### config.mk
export PLATFORM = sky130hd
export DESIGN_NAME = capture_sequencer
export DESIGN_NICKNAME = d
export VERILOG_FILES = /design/src/rtl/capture_sequencer.sv
export SDC_FILE = /design/constraint.sdc
export NUM_CORES = 1
export LEC_CHECK = 0
export CAP_MARGIN = 20
export CORE_MARGIN = 2
export CORE_UTILIZATION = 50
export CTS_BUF_LIST = sky130_fd_sc_hd__clkbuf_4
export DETAILED_ROUTE_END_ITERATION = 8
export GPL_TIMING_DRIVEN = 0
export PLACE_DENSITY = 0.74
export SLEW_MARGIN = 40
export SYNTH_ARGS = -nofsm -noshare
export SYNTH_HDL_FRONTEND = slang
export SYNTH_SLANG_ARGS = --single-unit
export TNS_END_PERCENT = 5
### constraint.sdc
create_clock -name Fg_CLK -period 5.15 [get_ports Fg_CLK]
set_input_delay 1.545 -clock Fg_CLK [delete_from_list [all_inputs] [get_ports Fg_CLK]]
set_output_delay 1.545 -clock Fg_CLK [all_outputs]
set_load 0.005 [all_outputs]
### src/rtl/capture_sequencer.sv
// rtl/capture_sequencer.sv - triggered single-frame capture into sample RAM with valid/ack hold
// Optional feature macro: AUTO_REARM_EN (continuous re-arm after Frame_ack).
module capture_sequencer #(
  parameter int DW           = 8,
  parameter int AW           = 8,
  parameter int DEPTH        = 256,
  parameter int TRIG_TIMEOUT = 4095
) (
  input  logic          Fg_CLK,
  input  logic          RESET,
  input  logic          Ready,
  input  logic          Enable,
  input  logic [3:0]    Mode,
  input  logic          Arm,
  input  logic [DW-1:0] Sample_in,
  input  logic [DW-1:0] Trig_level,
  output logic          Wr_en,
  output logic [AW-1:0] Wr_addr,
  output logic [DW-1:0] Wr_data,
  output logic          Frame_valid,
  input  logic          Frame_ack,
  output logic [3:0]    Frame_mode,
  output logic          Busy,
  output logic          Forced
);

  typedef enum logic [2:0] {
    ST_STARTUP,
    ST_IDLE,
    ST_WAIT_TRIG,
    ST_CAPTURE,
    ST_HOLD
  } state_t;

  localparam int            TW        = (TRIG_TIMEOUT > 1) ? $clog2(TRIG_TIMEOUT + 1) : 1;
  localparam logic [AW-1:0] LAST_ADDR = AW'(DEPTH - 1);

  state_t          state_q, state_d;
  logic [DW-1:0]   prev_q, prev_d;
  logic            first_q, first_d;
  logic [TW-1:0]   tcnt_q, tcnt_d;
  logic [AW-1:0]   addr_q, addr_d;
  logic            wr_en_d;
  logic [AW-1:0]   wr_addr_d;
  logic [DW-1:0]   wr_data_d;
  logic            fvalid_d;
  logic [3:0]      fmode_d;
  logic            forced_d;
  logic            busy_d;
  logic            trig;
  logic            timeout;
  logic            go_wait;
`ifdef AUTO_REARM_EN
  logic            arm_low_q, arm_low_d;
`endif

  always_ff @(posedge Fg_CLK or posedge RESET) begin
    if (RESET) begin
      state_q     <= ST_STARTUP;
      prev_q      <= '0;
      first_q     <= 1'b0;
      tcnt_q      <= '0;
      addr_q      <= '0;
      Wr_en       <= 1'b0;
      Wr_addr     <= '0;
      Wr_data     <= '0;
      Frame_valid <= 1'b0;
      Frame_mode  <= '0;
      Busy        <= 1'b0;
      Forced      <= 1'b0;
`ifdef AUTO_REARM_EN
      arm_low_q   <= 1'b0;
`endif
    end else begin
      state_q     <= state_d;
      prev_q      <= prev_d;
      first_q     <= first_d;
      tcnt_q      <= tcnt_d;
      addr_q      <= addr_d;
      Wr_en       <= wr_en_d;
      Wr_addr     <= wr_addr_d;
      Wr_data     <= wr_data_d;
      Frame_valid <= fvalid_d;
      Frame_mode  <= fmode_d;
      Busy        <= busy_d;
      Forced      <= forced_d;
`ifdef AUTO_REARM_EN
      arm_low_q   <= arm_low_d;
`endif
    end
  end

  always_comb begin
    state_d   = state_q;
    prev_d    = prev_q;
    first_d   = first_q;
    tcnt_d    = tcnt_q;
    addr_d    = addr_q;
    wr_en_d   = 1'b0;
    wr_addr_d = Wr_addr;
    wr_data_d = Wr_data;
    fvalid_d  = Frame_valid;
    fmode_d   = Frame_mode;
    forced_d  = Forced;
    trig      = 1'b0;
    timeout   = 1'b0;
    go_wait   = 1'b0;
`ifdef AUTO_REARM_EN
    arm_low_d = arm_low_q;
`endif

    case (state_q)
      ST_STARTUP: begin
        if (Ready) state_d = ST_IDLE;
      end

      ST_IDLE: begin
        if (Arm) begin
          state_d = ST_WAIT_TRIG;
          first_d = 1'b1;
          tcnt_d  = '0;
        end
      end

      ST_WAIT_TRIG: begin
        if (!Arm) begin
          state_d = ST_IDLE;
        end else if (Enable) begin
          prev_d = Sample_in;
          // The first strobe only seeds the edge detector.
          if (first_q) begin
            first_d = 1'b0;
          end else begin
            trig    = (prev_q < Trig_level) && (Sample_in >= Trig_level);
            timeout = !trig && (TRIG_TIMEOUT != 0) &&
                      ((32'(tcnt_q) + 32'd1) == 32'(TRIG_TIMEOUT));
            if (!trig) tcnt_d = tcnt_q + TW'(1);
            if (trig || timeout) begin
              wr_en_d   = 1'b1;
              wr_addr_d = '0;
              wr_data_d = Sample_in;
              addr_d    = AW'(1);
              fmode_d   = Mode;
              forced_d  = timeout;
              state_d   = ST_CAPTURE;
            end
          end
        end
      end

      ST_CAPTURE: begin
        if (Mode != Frame_mode) begin
          state_d = ST_IDLE;
        end else if (Enable) begin
          wr_en_d   = 1'b1;
          wr_addr_d = addr_q;
          wr_data_d = Sample_in;
          addr_d    = addr_q + AW'(1);
          if (addr_q == LAST_ADDR) begin
            state_d = ST_HOLD;
`ifdef AUTO_REARM_EN
            arm_low_d = 1'b1;
`endif
          end
        end
      end

      ST_HOLD: begin
`ifdef AUTO_REARM_EN
        arm_low_d = arm_low_q & ~Arm;
        go_wait   = Arm | ~arm_low_q;
`else
        go_wait   = Arm;
`endif
        // Frame_valid rises one cycle after the final write; ack only counts once it is up.
        if (Frame_valid && Frame_ack) begin
          fvalid_d = 1'b0;
          if (go_wait) begin
            state_d = ST_WAIT_TRIG;
            first_d = 1'b1;
            tcnt_d  = '0;
          end else begin
            state_d = ST_IDLE;
          end
        end else begin
          fvalid_d = 1'b1;
        end
      end

      default: state_d = ST_STARTUP;
    endcase

    busy_d = (state_d == ST_WAIT_TRIG) || (state_d == ST_CAPTURE);
  end

endmodule

==> results.md, run 1 <==
- Root buffer cell: clkbuf_4
- Max Slew Vio Count: 0
- Worst Path Arrival: 4530 ps
- RSZ-0062 raised after global routing: false
- Drt via density: 5.64
- Initial core utilization: 0.520
- Hold Buf Count CTS: 0
- CTS tree: yes
- Met2 Use GR: 0.356
- Seq/Total Area, Yosys: 0.455
- Worst EP required: roughly 5500 ps
- Reg-to-reg startpoint: tcnt_q[0]$_DFFE_PP0P_
- Ant diodes: 0
- I/O pins: 50
- Vias in the first global route: about 2600
- DR WL/cell: around 15 um
- Layout cells sized above 1: 0.0952
- Setup crit end kind: flop
- Post-route ant nets: 0
- FFs w/ async S/R, synth: 1.00
- DRC errors left: 0
- Cell area after placement: between 0.003 and 0.004 sq mm
- R2R cell count: 7
- Final setup fails: 0
- Largest net degree at the start of global routing: 36
- Synth warn: 0
- PortBufs: 48
- Startpoint types: input port
- Clk slew on worst S/H paths: 170 ps
- Post-CTS setup buffers: 0
- Worst Setup SP: Sample_in[5]
- Cell area power density: ~340 mW/mm^2
- Final critical-path required period: between 4000 and 5000 ps
- GPL Wtd Cong: between 0.8 and 0.9
- Skew final: 13.5 ps
- Kind of critical path: in -> reg
- Max rail drop VDD: 211 uV
- Width of the die: ~82 um
- CP cell instances: clkdlybuf4s50_1 > ha_1 > and4_1 > a221oi_1 > a21o_1 > clkbuf_1 > nand4_1 > nor4_1 > o22a_1
- GRT met1 Usage: 0.307
- HP Class: reg -> reg
- Design Area, Final: approximately 0.0037 sq mm
- Clock tree buffer depth: 2
- Reg-to-reg setup timing slack: 2150 ps
- CP bufs+invs: 2
- Layout Utilization: 0.631
- TNS Setup: 0 ps
- Die extent in y: roughly 82 um
- Family with the most delay on the worst path: simple AND/OR/NAND/NOR gates
- Placed cell count: 445
- Static Leak: 1.68 nW
- Number of gates resized after cts: 0
- Post-synth EDFFs: 0
- Core ar.: roughly 0.006 sq mm
- Dpl hpwl: 5.09 mm
- Area Growth Syn to Fin: 21.4%
- Cell count along the critical path: 9
- Net Count, Synth: 365
- Fin crit share: 0.817
- Yosys cell types: between 40 and 50
- F_max: about 240 MHz
- Num rows: 28
- Routed wire length: between 6 and 7 mm
- Rel. slew slack: 0.489
- Synthesis-stage register bit count: 56
- Htree depth: 2
- Drt first-iter violations: 99
- Status: complete, no violations
- CTS Sinks: 56
- GRT overflow: 0
- Final setup margin: between 900 and 1000 ps
- Commonest non-fill, non-tap cell in the layout: nand2_1
- Final hold violation count: 0
- Critical-path cell with the highest stage delay: clkdlybuf4s50_1
- Max cap viols: 0
- Layout Nets: 421
- Post-route insts no fill: around 450
- Antenna violations before repair: 0
- CTS Buf Count: 5
- Met3 usage: 0.0457
- DR vias: ~2600
- Highest-count cells in the layout ignoring fill and taps: nand2_1 (61), dfrtp_1 (56), clkdlybuf4s50_1 (48)
- Synthesized cell area: between 0.003 and 0.004 sq mm
- Worst slew pin tran: 764 ps
- Post-Syn Area per Cell: 9.59 sq um
- First-pass GRT wire length: ~12 mm
- Die area: a little under 0.007 sq mm
- CP max FO: 10
- Post-Syn Instances: ~320
- CP peak stage delay: approximately 470 ps
- Total track usage: 0.225
- Synth Flop Type: dfrtp_1
- Gr busiest metal: met2
- Clock latency on the worst-skew pair: 390 ps
- Fillers: approximately 510
- Worst setup path endpoint: tcnt_q[10]$_DFFE_PP0P_
- Reg-to-reg endpoint: Frame_mode[3]$_DFFE_PP0P_
- Setup slack at placement: around 560 ps
- DR pass1 iterations: 4
-- metal layers --
metal | up-vias | wire length (um)
li1 | 1269 | -
met1 | 1224 | 3260
met2 | 51 | 3170
met3 | 10 | 264
met4 | 0 | 112
met5 | - | 0
-- cells in the mapped netlist, types with 2 or more instances --
| master | count | area, sq um |
|---|---|---|
| nand2_1 | 61 | 229 |
| dfrtp_1 | 56 | 1400 |
| o21ai_0 | 23 | 115 |
| inv_1 | 19 | 71.3 |
| ha_1 | 18 | 225 |
| nor2_1 | 14 | 52.6 |
| mux2_2 | 13 | 146 |
| clkbuf_1 | 10 | 37.5 |
| nand3_1 | 9 | 45.0 |
| o31ai_1 | 8 | 60.1 |
| xor2_1 | 8 | 70.1 |
| o22a_1 | 7 | 61.3 |
| a21oi_1 | 6 | 30.0 |
| nand4_1 | 6 | 37.5 |
| nor3_1 | 6 | 30.0 |
| a211o_1 | 4 | 35.0 |
| and2_1 | 4 | 25.0 |
| and3_1 | 4 | 25.0 |
| a21o_1 | 3 | 22.5 |
| a31oi_1 | 3 | 18.8 |
| nand2b_1 | 3 | 18.8 |
| nor4_1 | 3 | 18.8 |
| or4_1 | 3 | 22.5 |
| a21bo_2 | 2 | 20.0 |
| a221oi_1 | 2 | 17.5 |
| buf_2 | 2 | 10.0 |
| o2111ai_1 | 2 | 17.5 |
| o32a_1 | 2 | 20.0 |
-- worst reg2reg max path: cells and delay by family (launching register included) --
kind / cells / cell delay (ps)
flops: 1 / 510
xor+xnor: 1 / 210
compound gates: 2 / 1020
simple gates: 2 / 500
mux: 1 / 410
fa+ha+maj: 1 / 270
-- logic make-up after synthesis --
kind of cell,Yosys count,synth area share
compound gates,71,0.167
xor+xnor,9,0.0256
fa+ha+maj,18,0.0731
buf+inv,33,0.0414
flops,56,0.455
mux,14,0.0508
simple gates,120,0.187
-- report_power, final --
| group | total, W | internal, W | switching, W |
|---|---|---|---|
| clock network | 0.000203 | 0.0000599 | 0.000143 |
| logic | 0.000443 | 0.000226 | 0.000217 |
| registers | 0.000609 | 0.000539 | 0.0000690 |
-- state kept, by name, summed over array words and instances, names as in the netlist, 3 cells and up --
| name | count |
|---|---|
| Frame_mode | 4 |
| Wr_data | 8 |
| state_q | 3 |
| tcnt_q | 12 |
| prev_q | 8 |
| addr_q | 8 |
| Wr_addr | 8 |
-- final cells by class --
type,count,area (sq um),area share
well taps,75,93.8,0.0251
plain buffers,13,52.6,0.0141
flip-flops and latches,56,1400,0.375
multi-input cells,232,1550,0.415
inverters,20,77.6,0.0208
clock buffers,6,45.0,0.0121
clock inverters,2,16.3,0.00435
repair buffers,49,500,0.134
-- how the worst min path moves through the flow --
stage | depth (start not counted) | to | slack (ps) | startpoint
finish | 2 | Wr_data[1]$_DFFE_PP0P_ | 500 | Wr_data[1]$_DFFE_PP0P_
floorplan | 2 | prev_q[0]$_DFFE_PP0P_ | 440 | prev_q[0]$_DFFE_PP0P_
global route | 2 | Wr_data[7]$_DFFE_PP0P_ | 540 | Wr_data[7]$_DFFE_PP0P_
global placement | 2 | Wr_data[2]$_DFFE_PP0P_ | 460 | Wr_data[2]$_DFFE_PP0P_
CTS | 2 | Wr_data[1]$_DFFE_PP0P_ | 500 | Wr_data[1]$_DFFE_PP0P_
detailed placement | 2 | Wr_data[1]$_DFFE_PP0P_ | 460 | Wr_data[1]$_DFFE_PP0P_
-- through the flow --
stage | hold WS [ps] | power (W)
2_1_floorplan | 441 | 0.000862
3_3_place_gp | 460 | 0.00104
3_5_place_dp | 464 | 0.00106
4_1_cts | 501 | 0.00126
5_1_grt | 535 | 0.00135
6_report | 496 | 0.00125
(Power assumes the default switching activity.)
==> run 2: changes to the inputs <==
Settings changed: PLACE_DENSITY 0.74 to 0.77.
Clock period 5.15 ns to 3.7 ns, I/O delays scaled along.
==> run 2 against run 1 <==
  * Core utilization increased by 0.93 points
  * Worst hold slack improved by 3.7 ps
  * Register-to-register slack got worse by 1400 ps
  * Non-clock buffer count increased by 2
  * Sequential cell count did not move
  * Clock power up 71%
  * Largest power group unchanged
  * Highest routed layer unchanged
==> results.md, run 2 (same netlist as run 1, synthesis figures left out) <==
- Status: complete, no violations
- Cell area power density: 481 mW/mm^2
- Static Leak: 1.71 nW
- Switching part of the total: 0.329
- First-pass GRT wire length: 11.5 mm
- Final critical-path required period: approximately 3500 ps
- Drt first-iter violations: around 120
- Clock tree buffer depth: 2
- Area Growth Syn to Fin: 23.2%
- Dpl hpwl: 4.91 mm
- F_max: 286 MHz
- Fin crit share: 0.946
- CTS Sinks: 56
- Worst Path Arrival: 3790 ps
- GRT met1 Usage: 0.294
- Die extent in y: 82.5 um
- Initial core utilization: 0.520
- Vias in the first global route: 2517
- CP max FO: 10
- DR vias: between 2000 and 3000
- Sequential Power Share: 0.465
- Skew final: about 23 ps
- CTS tree: yes
- Reg with most FFs: tcnt_q
- Core ar.: between 0.005 and 0.006 sq mm
- Max Slew Vio Count: 0
- Max rail drop VDD: roughly 340 uV
- Width of the die: about 82 um
- Worst EP required: 3990 ps
- Worst slew pin tran: between 500 and 600 ps
- Pint: 0.00122 W
- Commonest non-fill, non-tap cell in the layout: nand2_1
- Setup crit end kind: flop
- TNS Setup: 0 ps
- Final hold violation count: 0
- Critical-path cell with the highest stage delay: a211oi_4
- Startpoint types: input port
- Layout Nets: 423
- CTS Buf Count: 5
- DR pass1 iterations: 4
- Clk slew on worst S/H paths: 170 ps
- PortBufs: 48
- Combinational power share: 0.344
- Net Switching: roughly 0.0006 W
- Met3 usage: 0.0370
- Largest register FFs: 12
- Clock latency on the worst-skew pair: 380 ps
- Post-route ant nets: 0
- GPL Wtd Cong: around 0.83
- Die area: approximately 0.0068 sq mm
- Gr busiest metal: met2
- Hold Buf Count CTS: 0
- Rel. slew slack: 0.660
- Num rows: 28
- CP cell instances: clkdlybuf4s50_1 > inv_1 > ha_1 > a21o_1 > a221oi_1 > o31ai_1 > a21o_1 > clkbuf_2 > a211oi_4 > mux2_2
- Highest-count cells in the layout ignoring fill and taps: nand2_1 (61), dfrtp_1 (56), clkdlybuf4s50_1 (48)
- DRC errors left: 0
- GRT overflow: 0
- DR WL/cell: 14.9 um
- RSZ-0062 raised after global routing: true
- Kind of critical path: in -> reg
- Drt via density: around 5.6
- HP Class: reg -> reg
- Clock power share: 0.191
- Max cap viols: 0
- Most used cell, CP: a21o_1
- Largest net degree at the start of global routing: 34
- Ant diodes: 0
- Root buffer cell: clkbuf_4
- Htree depth: 2
- Total track usage: 0.219
- Final setup fails: 0
- I/O pins: 50
- Layout cells sized above 1: 0.105
- Fillers: approximately 500
- Layout Utilization: 0.641
- Routed wire length: 6.78 mm
- CP peak stage delay: ~500 ps
- Met2 Use GR: 0.366
- Antenna violations before repair: 0
## run 2: critical path, delay by kind of cell
| kind | cells | cell delay (ps) |
|---|---|---|
| muxes | 1 | 390 |
| adders and majority gates | 1 | 320 |
| AOI/OAI and AO/OA | 5 | 1240 |
| buffers and inverters | 3 | 730 |
## run 2: cell type report
class                      count  area (sq um)  area share
sequential                    56          1400       0.370
clock buffer                   6          45.0      0.0119
tap                           75          93.8      0.0247
buffer                        13          55.1      0.0145
multi-input combinational    232          1570       0.413
timing repair buffer          51           515       0.136
inverter                      20          77.6      0.0205
clock inverter                 2          38.8      0.0102
## run 2: power groups by stage
stage / clock network, W / registers [W] / logic, W
2_1_floorplan: 0 / 0.000845 / 0.000355
3_3_place_gp: 0 / 0.000855 / 0.000594
3_5_place_dp: 0 / 0.000859 / 0.000613
4_1_cts: 0.000361 / 0.000849 / 0.000625
5_1_grt: 0.000383 / 0.000869 / 0.000710
6_report: 0.000348 / 0.000849 / 0.000627
## run 2: timing repair
item,in CTS,in global routing
resized for setup,1,5
setup buffers,2,0
endpoints found under the hold margin,0,0
setup endpoints to repair,5,16
pin swaps,1,0
## run 2: final timing paths
path,start,to,slack [ps],cells after the start
setup reg to reg,tcnt_q[0]$_DFFE_PP0P_,Wr_addr[7]$_DFFE_PP0P_,780,10
setup / recovery,Trig_level[5],Frame_mode[2]$_DFFE_PP0P_,200,10
min in group asynchronous,RESET,Frame_mode[0]$_DFFE_PP0P_,1010,2
hold / removal,Wr_data[1]$_DFFE_PP0P_,Wr_data[1]$_DFFE_PP0P_,500,2
max in group asynchronous,RESET,tcnt_q[6]$_DFFE_PP0P_,2200,3
hold reg to reg,Wr_data[1]$_DFFE_PP0P_,Wr_data[1]$_DFFE_PP0P_,500,2
## run 2: metal layers
metal	wire length [um]	share of wire
met4	38	0.0056
met3	316	0.047
met1	3070	0.45
met5	0	0
met2	3360	0.50
## run 2: metrics by stage
stage          setup WS, ps  total power, W  hold WS (ps)  std cells  area, sq um
6_report                201         0.00182           500        455         3790
3_5_place_dp           -437         0.00147           463        445         3680
2_1_floorplan           402         0.00120           441        321         3080
5_1_grt               -1.69         0.00196           527        455         3790
3_3_place_gp           -429         0.00145           458        444         3650
4_1_cts                73.3         0.00183           506        455         3780
==> run 3: changes to the inputs <==
Settings changed: CAP_MARGIN 20 to 30, RECOVER_POWER set to 25.
==> run 3 against run 2 <==
  * Cell count unchanged
  * Register-to-register slack hardly changed
  * Worst hold slack hardly changed
  * Critical path type unchanged
  * Global-route usage is the same
  * Die area did not move
  * Critical endpoint unchanged
  * Via count hardly changed
  * Critical path depth unchanged
==> results.md, run 3 (same netlist as run 1, synthesis figures left out) <==
- Status: complete, no violations
- Vias in the first global route: between 2000 and 3000
- Routed wire length: around 6.8 mm
- Root buffer cell: clkbuf_4
- Clock tree buffer depth: 2
- Static Leak: 1.70 nW
- Total power: between 0.0015 and 0.002 W
- Area Growth Syn to Fin: 22.6%
- Reg-to-reg setup timing slack: just under 800 ps
- Ant diodes: 0
- Drt first-iter violations: ~100
- Final setup fails: 0
- Commonest non-fill, non-tap cell in the layout: nand2_1
- Startpoint types: input port
- Worst setup path endpoint: Frame_mode[2]$_DFFE_PP0P_
- CTS tree: yes
- GPL Wtd Cong: 0.829
- Skew final: 22.5 ps
- Max rail drop VDD: between 300 and 400 uV
- DR WL/cell: between 10 and 15 um
- I/O pins: 50
- Total track usage: 0.219
- HP Class: reg -> reg
- CTS Buf Count: 5
- Reg-to-reg endpoint: Wr_addr[7]$_DFFE_PP0P_
- Highest-count cells in the layout ignoring fill and taps: nand2_1 (61), dfrtp_1 (56), clkdlybuf4s50_1 (47)
- Worst EP required: about 4000 ps
- CTS Sinks: between 50 and 60
- Cell area power density: about 480 mW/mm^2
- Fin crit share: 0.945
- Setup slack at placement: -437 ps
- Design Area, Final: 0.00378 sq mm
- Max Slew Vio Count: 0
- Layout Nets: about 420
- Reg-to-reg startpoint: tcnt_q[0]$_DFFE_PP0P_
- Worst Path Arrival: between 3000 and 4000 ps
- Clock latency on the worst-skew pair: 390 ps
- Final setup margin: ~200 ps
- Final hold violation count: 0
- Dpl hpwl: about 4.9 mm
- Layout Utilization: 0.638
- Largest register FFs: 12
- Die extent in y: between 80 and 90 um
- Setup crit end kind: flop
- Core ar.: between 0.005 and 0.006 sq mm
- Worst slew pin tran: 1040 ps
- Final critical-path required period: between 3000 and 4000 ps
- Clk slew on worst S/H paths: ~170 ps
- Fillers: roughly 500
- DR pass1 iterations: 4
- Post-route ant nets: 0
- Worst Setup SP: Trig_level[5]
- Post-route insts no fill: 455
- Kind of critical path: in -> reg
- Rel. slew slack: 0.305
- CP max FO: 10
- Die area: roughly 0.007 sq mm
- R2R cell count: 10
- Cell area after placement: roughly 0.0037 sq mm
- GRT overflow: 0
- Width of the die: 82.5 um
- DR vias: about 2600
- Largest net degree at the start of global routing: 34
- Antenna violations before repair: 0
- DRC errors left: 0
- Num rows: 28
- Layout cells sized above 1: 0.105
- F_max: about 290 MHz
- Placed cell count: between 400 and 500
- Drt via density: roughly 5.6
- Reg with most FFs: tcnt_q
- Htree depth: 2
- PortBufs: 48
- Hold depth: 2
- RSZ-0062 raised after global routing: true
- First-pass GRT wire length: roughly 11 mm
- Initial core utilization: 0.520
- Max cap viols: 0
==> run 3: cell types whose count changed in the layout (fill, tap and decap cells not counted), sizes merged <==
cell	change
buf	-1
clkbuf	+1
clkdlybuf4s50	-1
clkinvlp	+1
dlygate4sd3	+1
inv	-1
==> run 3: worst min path at each step <==
| stage | from | to |
|---|---|---|
| floorplan | prev_q[0]$_DFFE_PP0P_ | prev_q[0]$_DFFE_PP0P_ |
| global placement | prev_q[0]$_DFFE_PP0P_ | prev_q[0]$_DFFE_PP0P_ |
| detailed placement | Wr_data[3]$_DFFE_PP0P_ | Wr_data[3]$_DFFE_PP0P_ |
| CTS | Wr_data[4]$_DFFE_PP0P_ | Wr_data[4]$_DFFE_PP0P_ |
| global route | Wr_data[7]$_DFFE_PP0P_ | Wr_data[7]$_DFFE_PP0P_ |
| finish | Wr_data[1]$_DFFE_PP0P_ | Wr_data[1]$_DFFE_PP0P_ |
==> run 3: stage by stage <==
step	TNS (ps)	hold slack, ps
3_3_place_gp	-7860	458
5_1_grt	-1.69	527
2_1_floorplan	0	441
3_5_place_dp	-7890	463
4_1_cts	0	506
6_report	0	500
==> run 3: worst max-delay path, cell delays in order <==
cell and delay, ps:
clkdlybuf4s50_1 450, inv_1 70, ha_1 320, a21o_1 160, a221oi_1 250, o31ai_1 120
a21o_1 190, clkbuf_2 210, a211oi_4 510, mux2_2 390
==> run 3: where the power goes <==
group	total, W	internal, W	leakage [nW]	switching (W)
Combinational	0.000624	0.000317	0.927	0.000307
Sequential	0.000849	0.000751	0.730	0.0000979
Clock	0.000349	0.000153	0.0463	0.000196
==> run 3: layer usage <==
layer / global-route usage / vias to the layer above / routed length, um
li1: - / 1265 / -
met3: 0.0370 / 6 / 300
met4: 0.0600 / 0 / 60
met2: 0.366 / 52 / 3320
met1: 0.294 / 1232 / 3090
met5: 0 / - / 0
==> run 3: timing repair <==
action,in CTS,in global routing
gates resized for setup,1,5
pin swaps,1,0
endpoints found under the setup margin,5,16
hold buffers,0,0
buffers inserted,2,0
==> run 3: final cells by class <==
| cell class | count | area (sq um) | share of cell area |
|---|---|---|---|
| clock inverters | 2 | 38.8 | 0.0103 |
| well taps | 75 | 93.8 | 0.0249 |
| repair buffers | 51 | 500 | 0.133 |
| multi-input cells | 232 | 1570 | 0.415 |
| flip-flops and latches | 56 | 1400 | 0.371 |
| inverters | 20 | 76.3 | 0.0202 |
| plain buffers | 13 | 55.1 | 0.0146 |
| clock buffers | 6 | 45.0 | 0.0119 |
